$ cat src/rtl/serial_subtractor_n_pkg.sv
// Shared types and elaboration helpers for the serial subtractor.
// Package name sub_pkg is kept for drop-in compatibility with existing importers.
package sub_pkg;

    typedef enum logic [1:0] {
        IDLE = 2'd0,
        BUSY = 2'd1,
        DONE = 2'd2
    } state_t;

    // Number of W-bit slices needed to cover an N-bit operand.
    function automatic int unsigned steps_f(input int unsigned n, input int unsigned w);
        return n / w;
    endfunction

    // Slice-index register width; never narrower than one bit.
    function automatic int unsigned idx_width_f(input int unsigned steps);
        return (steps <= 1) ? 1 : $clog2(steps);
    endfunction

endpackage

$ cat src/rtl/serial_subtractor_n_slice.sv
// Combinational W-bit ripple-borrow slice: d = a - b - bw_in over W bits.
// bw_msb_in exposes the borrow entering the slice MSB for signed-overflow detection.
module borrow_ripple_slice #(
    parameter int unsigned W = 2
) (
    input  logic [W-1:0] a_s,
    input  logic [W-1:0] b_s,
    input  logic         bw_in,
    output logic [W-1:0] d_s,
    output logic         bw_out,
    output logic         bw_msb_in
);

    always_comb begin : ripple
        logic bw;
        bw        = bw_in;
        d_s       = '0;
        bw_msb_in = 1'b0;
        for (int unsigned i = 0; i < W; i++) begin
            if (i == W - 1) begin
                bw_msb_in = bw;
            end
            d_s[i] = a_s[i] ^ b_s[i] ^ bw;
            bw     = (~a_s[i] & b_s[i]) | (~(a_s[i] ^ b_s[i]) & bw);
        end
        bw_out = bw;
    end

endmodule

$ cat src/rtl/serial_subtractor_n.sv
// Multi-cycle subtractor: diff = a - b - bin, one W-bit slice per clock, valid/ready both sides.
// Optional signed-overflow output enabled by defining SUB_OVF_FLAG_EN.
module serial_subtractor_n
    import sub_pkg::*;
#(
    parameter int unsigned N = 8,
    parameter int unsigned W = 2
) (
    input  logic         clk,
    input  logic         rst_n,
    input  logic         in_valid,
    output logic         in_ready,
    input  logic [N-1:0] a,
    input  logic [N-1:0] b,
    input  logic         bin,
    output logic         out_valid,
    input  logic         out_ready,
    output logic [N-1:0] diff,
    output logic         bout
`ifdef SUB_OVF_FLAG_EN
    ,
    output logic         ovf
`endif
);

    localparam int unsigned STEPS = steps_f(N, W);
    localparam int unsigned IDXW  = idx_width_f(STEPS);
    localparam logic [IDXW-1:0] LAST_IDX = IDXW'(STEPS - 1);

    if (W == 0 || N % W != 0) begin : g_bad_width
        $error("serial_subtractor_n: N must be a non-zero multiple of W");
    end

    state_t          state_q, state_d;
    logic [IDXW-1:0] idx_q, idx_d;
    logic            bw_q, bw_d;
    logic [N-1:0]    a_q, a_d;
    logic [N-1:0]    b_q, b_d;
    logic [N-1:0]    diff_q, diff_d;
    logic            bout_q, bout_d;
    logic            ovf_q, ovf_d;

    logic [W-1:0]    a_s, b_s, d_s;
    logic            bw_out, bw_msb_in;

    always_comb begin
        a_s = a_q[idx_q * W +: W];
        b_s = b_q[idx_q * W +: W];
    end

    borrow_ripple_slice #(
        .W (W)
    ) u_slice (
        .a_s       (a_s),
        .b_s       (b_s),
        .bw_in     (bw_q),
        .d_s       (d_s),
        .bw_out    (bw_out),
        .bw_msb_in (bw_msb_in)
    );

    always_comb begin
        state_d = state_q;
        idx_d   = idx_q;
        bw_d    = bw_q;
        a_d     = a_q;
        b_d     = b_q;
        diff_d  = diff_q;
        bout_d  = bout_q;
        ovf_d   = ovf_q;
        unique case (state_q)
            IDLE: begin
                if (in_valid) begin
                    a_d     = a;
                    b_d     = b;
                    bw_d    = bin;
                    idx_d   = '0;
                    state_d = BUSY;
                end
            end
            BUSY: begin
                diff_d[idx_q * W +: W] = d_s;
                bw_d                   = bw_out;
                if (idx_q == LAST_IDX) begin
                    // Overflow uses the borrow into bit N-1, which is internal to the last slice.
                    bout_d  = bw_out;
                    ovf_d   = bw_msb_in ^ bw_out;
                    idx_d   = '0;
                    state_d = DONE;
                end else begin
                    idx_d = idx_q + IDXW'(1);
                end
            end
            DONE: begin
                if (out_ready) begin
                    state_d = IDLE;
                end
            end
            default: state_d = IDLE;
        endcase
    end

    always_ff @(posedge clk or negedge rst_n) begin
        if (!rst_n) begin
            state_q <= IDLE;
            idx_q   <= '0;
            bw_q    <= 1'b0;
            a_q     <= '0;
            b_q     <= '0;
            diff_q  <= '0;
            bout_q  <= 1'b0;
            ovf_q   <= 1'b0;
        end else begin
            state_q <= state_d;
            idx_q   <= idx_d;
            bw_q    <= bw_d;
            a_q     <= a_d;
            b_q     <= b_d;
            diff_q  <= diff_d;
            bout_q  <= bout_d;
            ovf_q   <= ovf_d;
        end
    end

    assign in_ready  = (state_q == IDLE);
    assign out_valid = (state_q == DONE);
    assign diff      = diff_q;
    assign bout      = bout_q;

`ifdef SUB_OVF_FLAG_EN
    assign ovf = ovf_q;
`else
    logic unused_ovf;
    assign unused_ovf = ovf_q ^ bw_msb_in;
`endif

endmodule
$ cat config.mk
export PLATFORM = sky130hd
export DESIGN_NAME = serial_subtractor_n
export DESIGN_NICKNAME = d
export VERILOG_FILES = /design/src/rtl/serial_subtractor_n_pkg.sv /design/src/rtl/serial_subtractor_n_slice.sv /design/src/rtl/serial_subtractor_n.sv
export SDC_FILE = /design/constraint.sdc
export NUM_CORES = 1
export LEC_CHECK = 0
export ABC_AREA = 0
export CORE_MARGIN = 1
export CORE_UTILIZATION = 45
export DETAILED_ROUTE_END_ITERATION = 7
export PLACE_DENSITY = 0.71
export SYNTH_ARGS = -nofsm -noshare
export SYNTH_HDL_FRONTEND = slang
export SYNTH_HIERARCHICAL = 1
export SYNTH_SLANG_ARGS = --single-unit
$ cat constraint.sdc
create_clock -name clk -period 2.7 [get_ports clk]
set_input_delay 0.405 -clock clk [delete_from_list [all_inputs] [get_ports clk]]
set_output_delay 0.405 -clock clk [all_outputs]
set_load 0.01 [all_outputs]
# Yosys cells after proc, flatten, opt, wreduce, memory -nomap -nowiden
# Index checks and enable logic that the tools add are counted.
# W data, S select, Z words.
# classes
n_eq_ne,6
shift,4
bitwise,14
addsub,2
mux,10
reduce_logical,6
# op_table
op,n
$neg A3 Y34,1
$shift A2 B34 Y8 const A,1
$shiftx A2 B34 Y8,1
$shiftx A8 B4 Y2,2
$mux W2,5
$bwmux W8,1
$pmux W2 S3,1
$reduce_and A2 Y1,3
$and A1 B1 Y1,4
$eq A2 B2 Y1 const B,2
$ne A2 B2 Y1 const B,2
$not A1 Y1,4
$pmux W2 S2,1
$xor A1 B1 Y1,4
$reduce_and A3 Y1,1
$add A2 B1 Y2 const B,1
$eq A2 B1 Y1 const B,1
$logic_not A2 Y1,1
$ne A2 B1 Y1 const B,1
$or A1 B1 Y1,2
$pmux W1 S2,1
$reduce_bool A2 Y1,1
$mux W1,1
# word_totals
out_inout_bits,11
regBits,30
input_bits,21
wordCells,49

# Depth between registers and ports, before layout
# Gate-level depths: netlist of the first run.
# logic_depth
word_depth,8
depth_mapped,8

# Modules after synthesis
# The synthesis of the first run kept the hierarchy.
# modules_own_cells
module,cells_each,seq_area_each_um2,n_inst,area_each_um2
serial_subtractor_n,99,750.7,1,1517.7
borrow_ripple_slice,7,0.0,1,58.8

# Least setup slack after synthesis of the first run
# No wires, ideal clock.
# synth_timing
path_type,register to register
from,register idx_q[0]
to,register diff_q[5] (netlist: diff[5])
arrival_ns,2.364
path_buffers,1
setup_slack_ns,0.215
required_time_ns,2.579
period_less_slack_ns,2.485
setup_ns,0.121
path_stages_with_launch,8
path_cell_list,dfrtp_1 buf_6 mux4_2 fa_1 inv_1 fa_1 and4bb_2 a22o_1
# synth_between
elab_chain_len,8
elab_cells_between_ends,15
# synth_rtl
item,line,text
"start, declared",serial_subtractor_n.sv:35,"logic [IDXW-1:0] idx_q, idx_d;"
"start signal, assigned",serial_subtractor_n.sv:115,idx_q <= idx_d;
$shiftx A8 B4 Y2 (*),serial_subtractor_n.sv:48,b_s = b_q[idx_q * W +: W];
net b_s[0],serial_subtractor_n.sv:43,"logic [W-1:0] a_s, b_s, d_s;"
$xor A1 B1 Y1,serial_subtractor_n_slice.sv:24,bw = (~a_s[i] & b_s[i]) | (~(a_s[i] ^ b_s[i]) & bw);
$not A1 Y1,serial_subtractor_n_slice.sv:24,
$and A1 B1 Y1,serial_subtractor_n_slice.sv:24,
$or A1 B1 Y1 (*),serial_subtractor_n_slice.sv:24,
net bw_msb_in,serial_subtractor_n.sv:44,"logic bw_out, bw_msb_in;"
$xor A1 B1 Y1 (*),serial_subtractor_n_slice.sv:23,d_s[i] = a_s[i] ^ b_s[i] ^ bw;
net d_s[1],serial_subtractor_n.sv:43,
$shiftx A2 B34 Y8 (*),serial_subtractor_n.sv:82,diff_d[idx_q * W +: W] = d_s;
$bwmux W8 (*),serial_subtractor_n.sv:82,
"end signal, assigned",serial_subtractor_n.sv:119,diff_q <= diff_d;
"end, declared",serial_subtractor_n.sv:39,"logic [N-1:0] diff_q, diff_d;"
# Mark *: on every way through the listed nets, which the timed path passes. The rest lies on a longest branch.
# A chain may end at the register's enable or synchronous reset.

# Final worst setup path of the first run
# Same ends and word-level chain as after synthesis.

==> results of run 1 <==
through the flow:
stage / total power, mW / hold WS [ns] / cell area [µm²] / std cells / setup WS, ns
floorplan: 1.74 / 0.109 / 1580 / 106 / 0.215
global placement: 2.04 / 0.487 / 1910 / 181 / 0.212
detailed placement: 2.08 / 0.493 / 1910 / 181 / 0.152
CTS: 2.42 / 0.444 / 1990 / 189 / 0.144
global route: 2.58 / 0.471 / 1990 / 189 / 0.0105
finish: 2.38 / 0.438 / 1990 / 189 / 0.184
cell usage in the layout (no fill, tap or decap), drive strengths merged:
cell type	instances
a22o	3
a32o	1
and4b	2
and4bb	2
buf	3
clkbuf	8
clkdlybuf4s50	31
dfrtp	30
fa	2
ha	5
inv	8
mux2	21
mux4	4
nand2b	2
nand3b	5
nor2	1
nor2b	2
nor3b	1
nor4bb	4
o21ai	2
o21ba	1
o21bai	1
o221a	1
o31ai	1
or4b	2
cell type report:
type	instances	area (µm²)
Fill cell	289	1350
Sequential cell	30	751
Multi-Input combinational cell	63	741
Timing Repair Buffer	34	333
Clock buffer	8	78.8
Tap cell	46	57.6
Inverter	8	30.0
routing by layer:
layer,up-vias,GRT usage [%]
li1,461,-
met1,487,21.4
met2,25,27.6
met3,6,6.93
met4,0,7.79
met5,-,0
how the worst min path moves through the flow:
| stage | depth (start not counted) | slack [ns] | end | start |
|---|---|---|---|---|
| after floorplan | 0 | 0.11 | a_q[0]$_DFFE_PN0P_ | rst_n |
| after global placement | 1 | 0.49 | bout$_DFFE_PN0P_ | bout$_DFFE_PN0P_ |
| after detailed placement | 1 | 0.49 | diff[6]$_DFFE_PN0P_ | diff[6]$_DFFE_PN0P_ |
| after CTS | 2 | 0.44 | b_q[0]$_DFFE_PN0P_ | rst_n |
| after global routing | 2 | 0.47 | b_q[4]$_DFFE_PN0P_ | rst_n |
| final | 2 | 0.44 | state_q[1]$_DFFE_PN0P_ | rst_n |
power by group through the flow:
stage / Clock (mW) / Combinational, mW / Sequential, mW
floorplan: 0 / 0.949 / 0.792
global placement: 0 / 1.20 / 0.841
detailed placement: 0 / 1.23 / 0.854
CTS: 0.344 / 1.23 / 0.843
global route: 0.363 / 1.35 / 0.872
finish: 0.335 / 1.21 / 0.836
cell families after synthesis:
family / Yosys count / synth area share (%)
AOI/OAI and AO/OA: 10 / 5.48
adders and majority gates: 7 / 6.51
buffers and inverters: 13 / 5.40
DFF: 30 / 47.6
muxes: 25 / 22.9
and+or+nand+nor: 21 / 12.1
sequential cells by signal (all words and copies together) (netlist names):
signal	flops
diff	8
b_q	8
state_q	2
idx_q	2
bout	1
a_q	8
bw_q	1
==> metrics, run 1 <==
Post-synth EDFFs 0; switching power 0.816 mW; met3 WL 139 µm; Critical Path Max Stage Delay 0.56 ns; Seq/Total Area, Yosys a little under half; vias just under 1,000; die area 3740 µm²; Top cell by count, worst path fa_1; Layout Nets 170; CTS root buffer clkbuf_4; # diodes 0; layout cells sized above 1 30.1%; final core occ 59.7%; Post-DP HPWL ~2000 µm; critical path data required time 2.94 ns; clock network power share 14.1%; clk_lat worst skew 0.34 ns; aggregate routed wire length 2740 µm; Hold WC Path Type in2async; DR pass1 iterations 4; CP Capture Type flop; synthesized cell area 1580 µm²; Crit path arrival time about 2.8 ns; worst-path fanout max 5; status finished, final reports clean; critical path class reg2reg; highest metal used met4; Final Setup Violations 0; Post-Synthesis Cells between 100 and 150; worst setup path startpoint idx_q[0]$_DFFE_PN0P_; Max Cap Viol 0; CP cell instances mux4_2 -> fa_1 -> inv_1 -> fa_1 -> and4bb_2 -> a22o_1; share of the synthesized area in the top cell type 47.6%; cts bufs inserted 5; CTS-repair resized insts 0; core area approximately 3300 µm²; RR Endpoint diff[5]$_DFFE_PN0P_; internal power about 1.6 mW; Final GP Congestion 0.816; gr usage total 17.6%; worst r2r src idx_q[0]$_DFFE_PN0P_; flops & latches, synth 30; port bufs 31; RSZ-0062 raised after global routing no; Setup Fix Bufs, Post-CTS 0; met2 WL around 1300 µm; met1 wire length 1230 µm; leading area contributor after synthesis dfrtp_1; synth warn 6; Slew @ Worst Pin around 0.44 ns; Commonest cells post-synth dfrtp_1, mux2_2, inv_1, mux2_4, ha_1; sequential share of power 35.1%; Distinct cells, synth 31; P&R area growth vs syn 26.3%; Startpoint Class flop; vias in the first global route 990; largest cells by area after synthesis dfrtp_1, mux2_2, mux2_4; Worst setup endpoint diff[5]$_DFFE_PN0P_; DIE WIDTH 61.2 µm; syn nets 134; DRT iter0 DRCs 25; largest net degree at the start of global routing 31; Final TNS setup 0 ns; post-synthesis area per instance 14.9 µm²; Worst VDD drop 0.513 mV; H-tree depth 2; ys async rst share 100%; CTS Hold Bufs 0; minimum clock period 2.52 ns; Final Max Slew Viols 0; PD cells 1200 nW/µm²; first-pass GRT wire length 4540 µm; CTS tree done; initial antenna violation count 0; Comb pwr share approximately half; leakage power 0.878 nW; Most used DFF post-synth dfrtp_1; Avg Vias per Cell 5.18; count leader, synth dfrtp_1; # IOs 32; Die Ht 61.2 µm; R2R depth 6; buffers and inverters on the worst path 1; relative slew slack about 71%; Starting Density 47.2%; post-route ant nets 0; Worst path slowest cell mux4_2; Rows 21; sw frac 34.2%; Clock Tree Buf Depth 2; clock skew 0.00905 ns; Crit path max-delay family adder cells; total gr overflow 0; fmax around 400 MHz; worst reg2reg setup slack 0.18 ns; fin crit share 93.2%; clk sinks 30; clock slew at reported path FFs 0.10 ns; WL per Instance 14.5 µm; Worst path depth 6; DRC violations left 0; Hold Fails Final Rpt 0
(Power assumes the default switching activity.)
==> inputs of run 2 (changes only) <==
--- a/config.mk
+++ b/config.mk
@@ -8,6 +8,7 @@
 export ABC_AREA = 0
 export CORE_MARGIN = 1
 export CORE_UTILIZATION = 45
+export CTS_CLUSTER_SIZE = 20
 export DETAILED_ROUTE_END_ITERATION = 7
 export PLACE_DENSITY = 0.71
 export SYNTH_ARGS = -nofsm -noshare
==> results of run 2 <==
Final layout, timing and power as in run 1 (identical DEF).
==> inputs of run 3 (changes only) <==
--- a/config.mk
+++ b/config.mk
@@ -10,6 +10,7 @@
 export CORE_UTILIZATION = 45
 export CTS_CLUSTER_SIZE = 20
 export DETAILED_ROUTE_END_ITERATION = 7
+export GPL_TIMING_DRIVEN = 0
 export PLACE_DENSITY = 0.71
 export SYNTH_ARGS = -nofsm -noshare
 export SYNTH_HDL_FRONTEND = slang
==> run 3 against run 2 <==
Net effect: register-to-register slack worse by 0.05 ns; combinational power up 9.9%; first-iteration DRC count up 56%; cell area up 0.13%; wire length up 8.0%; clock-buffer cell count down 1; global-route usage up 1.5 points.
==> metrics, run 3 (same netlist as run 1, synthesis figures left out) <==
pre-CTS setup slack 0.0342 ns (was 0.152 ns); H-tree depth 2 (unchanged); buffers and inverters on the worst path 2 (was 1); DRT iter0 DRCs 39 (was 25); # IOs 32 (unchanged); Die Ht 61.2 µm (unchanged); sequential share of power 33.7% (was 35.1%); critical path data required time 2.92 ns (was 2.94 ns); Crit path arrival time 2.79 ns (was 2.75 ns); Clock Tree Buf Depth 2 (unchanged); most frequent cells in the layout clkdlybuf4s50_1, dfrtp_1, mux2_2 (unchanged); Max Cap Viol 0 (unchanged); WL per Instance 15.5 µm (was 14.5 µm); CP Capture Type flop (unchanged); total gr overflow 0 (unchanged); relative slew slack 55.2% (was 70.5%); Worst path slowest cell mux4_2 (unchanged); Rows 21 (unchanged); cts bufs inserted 5 (unchanged); clk_lat worst skew 0.32 ns (was 0.34 ns); die area 3740 µm² (unchanged); leakage power 0.878 nW (about the same); Worst VDD drop 0.533 mV (was 0.513 mV); PD cells 1190 nW/µm² (was 1200 nW/µm²); DRC violations left 0 (unchanged); # diodes 0 (unchanged); DIE WIDTH 61.2 µm (unchanged); initial antenna violation count 0 (unchanged); Post-DP HPWL 2150 µm (was 2010 µm); Slew @ Worst Pin 0.672 ns (was 0.442 ns); gr usage total 19.0% (was 17.6%); aggregate routed wire length 2960 µm (was 2740 µm); Final Max Slew Viols 0 (unchanged); first-pass GRT wire length 4910 µm (was 4540 µm); switching power 0.840 mW (was 0.816 mW); vias in the first global route 1,078 (was 990); internal power 1.54 mW (was 1.57 mW); Critical Path Max Stage Delay 0.53 ns (was 0.56 ns); Comb pwr share 56.1% (was 50.8%); fmax 389 MHz (was 397 MHz); Post-Layout Cell Count 191 (was 189); Avg Vias per Cell 5.40 (was 5.18); R2R depth 7 (was 6); status finished, final reports clean (unchanged); CTS tree done (unchanged); Crit path max-delay family adder cells (unchanged); Final GP Congestion 0.797 (was 0.816); Hold WC Path Type in2async (unchanged); clock network power share 10.2% (was 14.1%); placed cells 183 (was 181); clock slew at reported path FFs 0.09 ns (was 0.10 ns); Final TNS setup 0 ns (unchanged); clock skew 0.00506 ns (was 0.00905 ns); fillers 284 (was 289); Hold Fails Final Rpt 0 (unchanged); largest net degree at the start of global routing 31 (unchanged); Startpoint Class flop (unchanged); RSZ-0062 raised after global routing no (unchanged); Top cell by count, worst path fa_1 (unchanged); fin crit share 95.1% (was 93.2%); port bufs 31 (unchanged); P&R area growth vs syn 26.4% (was 26.3%); minimum clock period 2.57 ns (was 2.52 ns); clk sinks 30 (unchanged); critical path class reg2reg (unchanged); worst-path fanout max 10 (was 5); Final Setup Violations 0 (unchanged); commonest non-fill, non-tap cell in the layout clkdlybuf4s50_1 (unchanged); core area 3340 µm² (unchanged); vias 1,031 (was 979); CP cell instances buf_6 -> mux4_2 -> fa_1 -> inv_1 -> fa_1 -> and4bb_2 -> a22o_1 (was mux4_2 -> fa_1 -> inv_1 -> fa_1 -> and4bb_2 -> a22o_1); CTS root buffer clkbuf_4 (unchanged); layout cells sized above 1 31.0% (was 30.1%); sw frac 35.3% (was 34.2%); setup ws final 0.132 ns (was 0.184 ns); Worst path depth 7 (was 6); DR pass1 iterations 4 (unchanged); post-route ant nets 0 (unchanged); Layout Nets 173 (was 170); Starting Density 47.2% (unchanged)
run 3: cell types whose count changed in the layout (fill, tap and decap cells not counted):
cell,change
dfrtp_2,+1
clkbuf_8,-3
buf_2,+2
clkbuf_1,+2
dfrtp_1,-1
clkdlybuf4s50_1,-1
buf_4,-1
buf_12,+1
buf_6,+2
run 3: worst reg2reg max path: stages (launching register included):
cell,delay (ns)
dfrtp_2,0.39
buf_6,0.16
mux4_2,0.53
fa_1,0.40
inv_1,0.08
fa_1,0.42
and4bb_2,0.28
a22o_1,0.21
run 3: through the flow:
step | total power [mW] | cell area, µm² | hold WS (ns) | util [%]
2_1_floorplan | 1.74 | 1580 | 0.109 | -
3_3_place_gp | 2.09 | 1940 | 0.486 | 58.3
3_5_place_dp | 2.14 | 1940 | 0.489 | 58.3
4_1_cts | 2.40 | 1990 | 0.512 | 59.6
5_1_grt | 2.58 | 1990 | 0.144 | 59.7
6_report | 2.38 | 1990 | 0.106 | 59.7
run 3: cell type report:
type                    instances  area, µm²  share of cell area [%]
plain buffers                   5       55.1                    2.76
clock buffers                   7       45.0                    2.26
inverters                       8       30.0                    1.51
multi-input cells              63        741                    37.2
flip-flops and latches         30        752                    37.7
well taps                      46       57.6                    2.89
repair buffers                 32        313                    15.7
run 3: worst paths after layout:
kind | startpoint | to | slack (ns)
max in group asynchronous | rst_n | idx_q[0]$_DFFE_PN0P_ | 2.13
min | rst_n | state_q[1]$_DFFE_PN0P_ | 0.11
min reg2reg | diff[4]$_DFFE_PN0P_ | diff[4]$_DFFE_PN0P_ | 0.51
max reg2reg | idx_q[0]$_DFFE_PN0P_ | diff[5]$_DFFE_PN0P_ | 0.13
max | idx_q[0]$_DFFE_PN0P_ | diff[5]$_DFFE_PN0P_ | 0.13
min in group clk | diff[4]$_DFFE_PN0P_ | diff[4]$_DFFE_PN0P_ | 0.51
run 3: routing by layer:
layer  vias up  global-route usage (%)  wire (µm)
li1        471                       -          -
met1       520                    22.9       1270
met2        31                    32.0       1490
met3         9                    5.04        140
met4         0                    8.77         53
met5         -                       0          0
run 3: power by group through the flow:
stage | Sequential (mW) | Combinational, mW | Clock, mW
after global routing | 0.827 | 1.48 | 0.274
after detailed placement | 0.813 | 1.33 | 0
after CTS | 0.806 | 1.34 | 0.252
after floorplan | 0.792 | 0.949 | 0
after global placement | 0.799 | 1.29 | 0
final | 0.800 | 1.33 | 0.242
run 3: repair_timing:
action / in CTS / in global routing
resized for setup: 0 / 1
setup buffers: 0 / 1
hold buffers: 0 / 0
setup endpoints to repair: 0 / 4
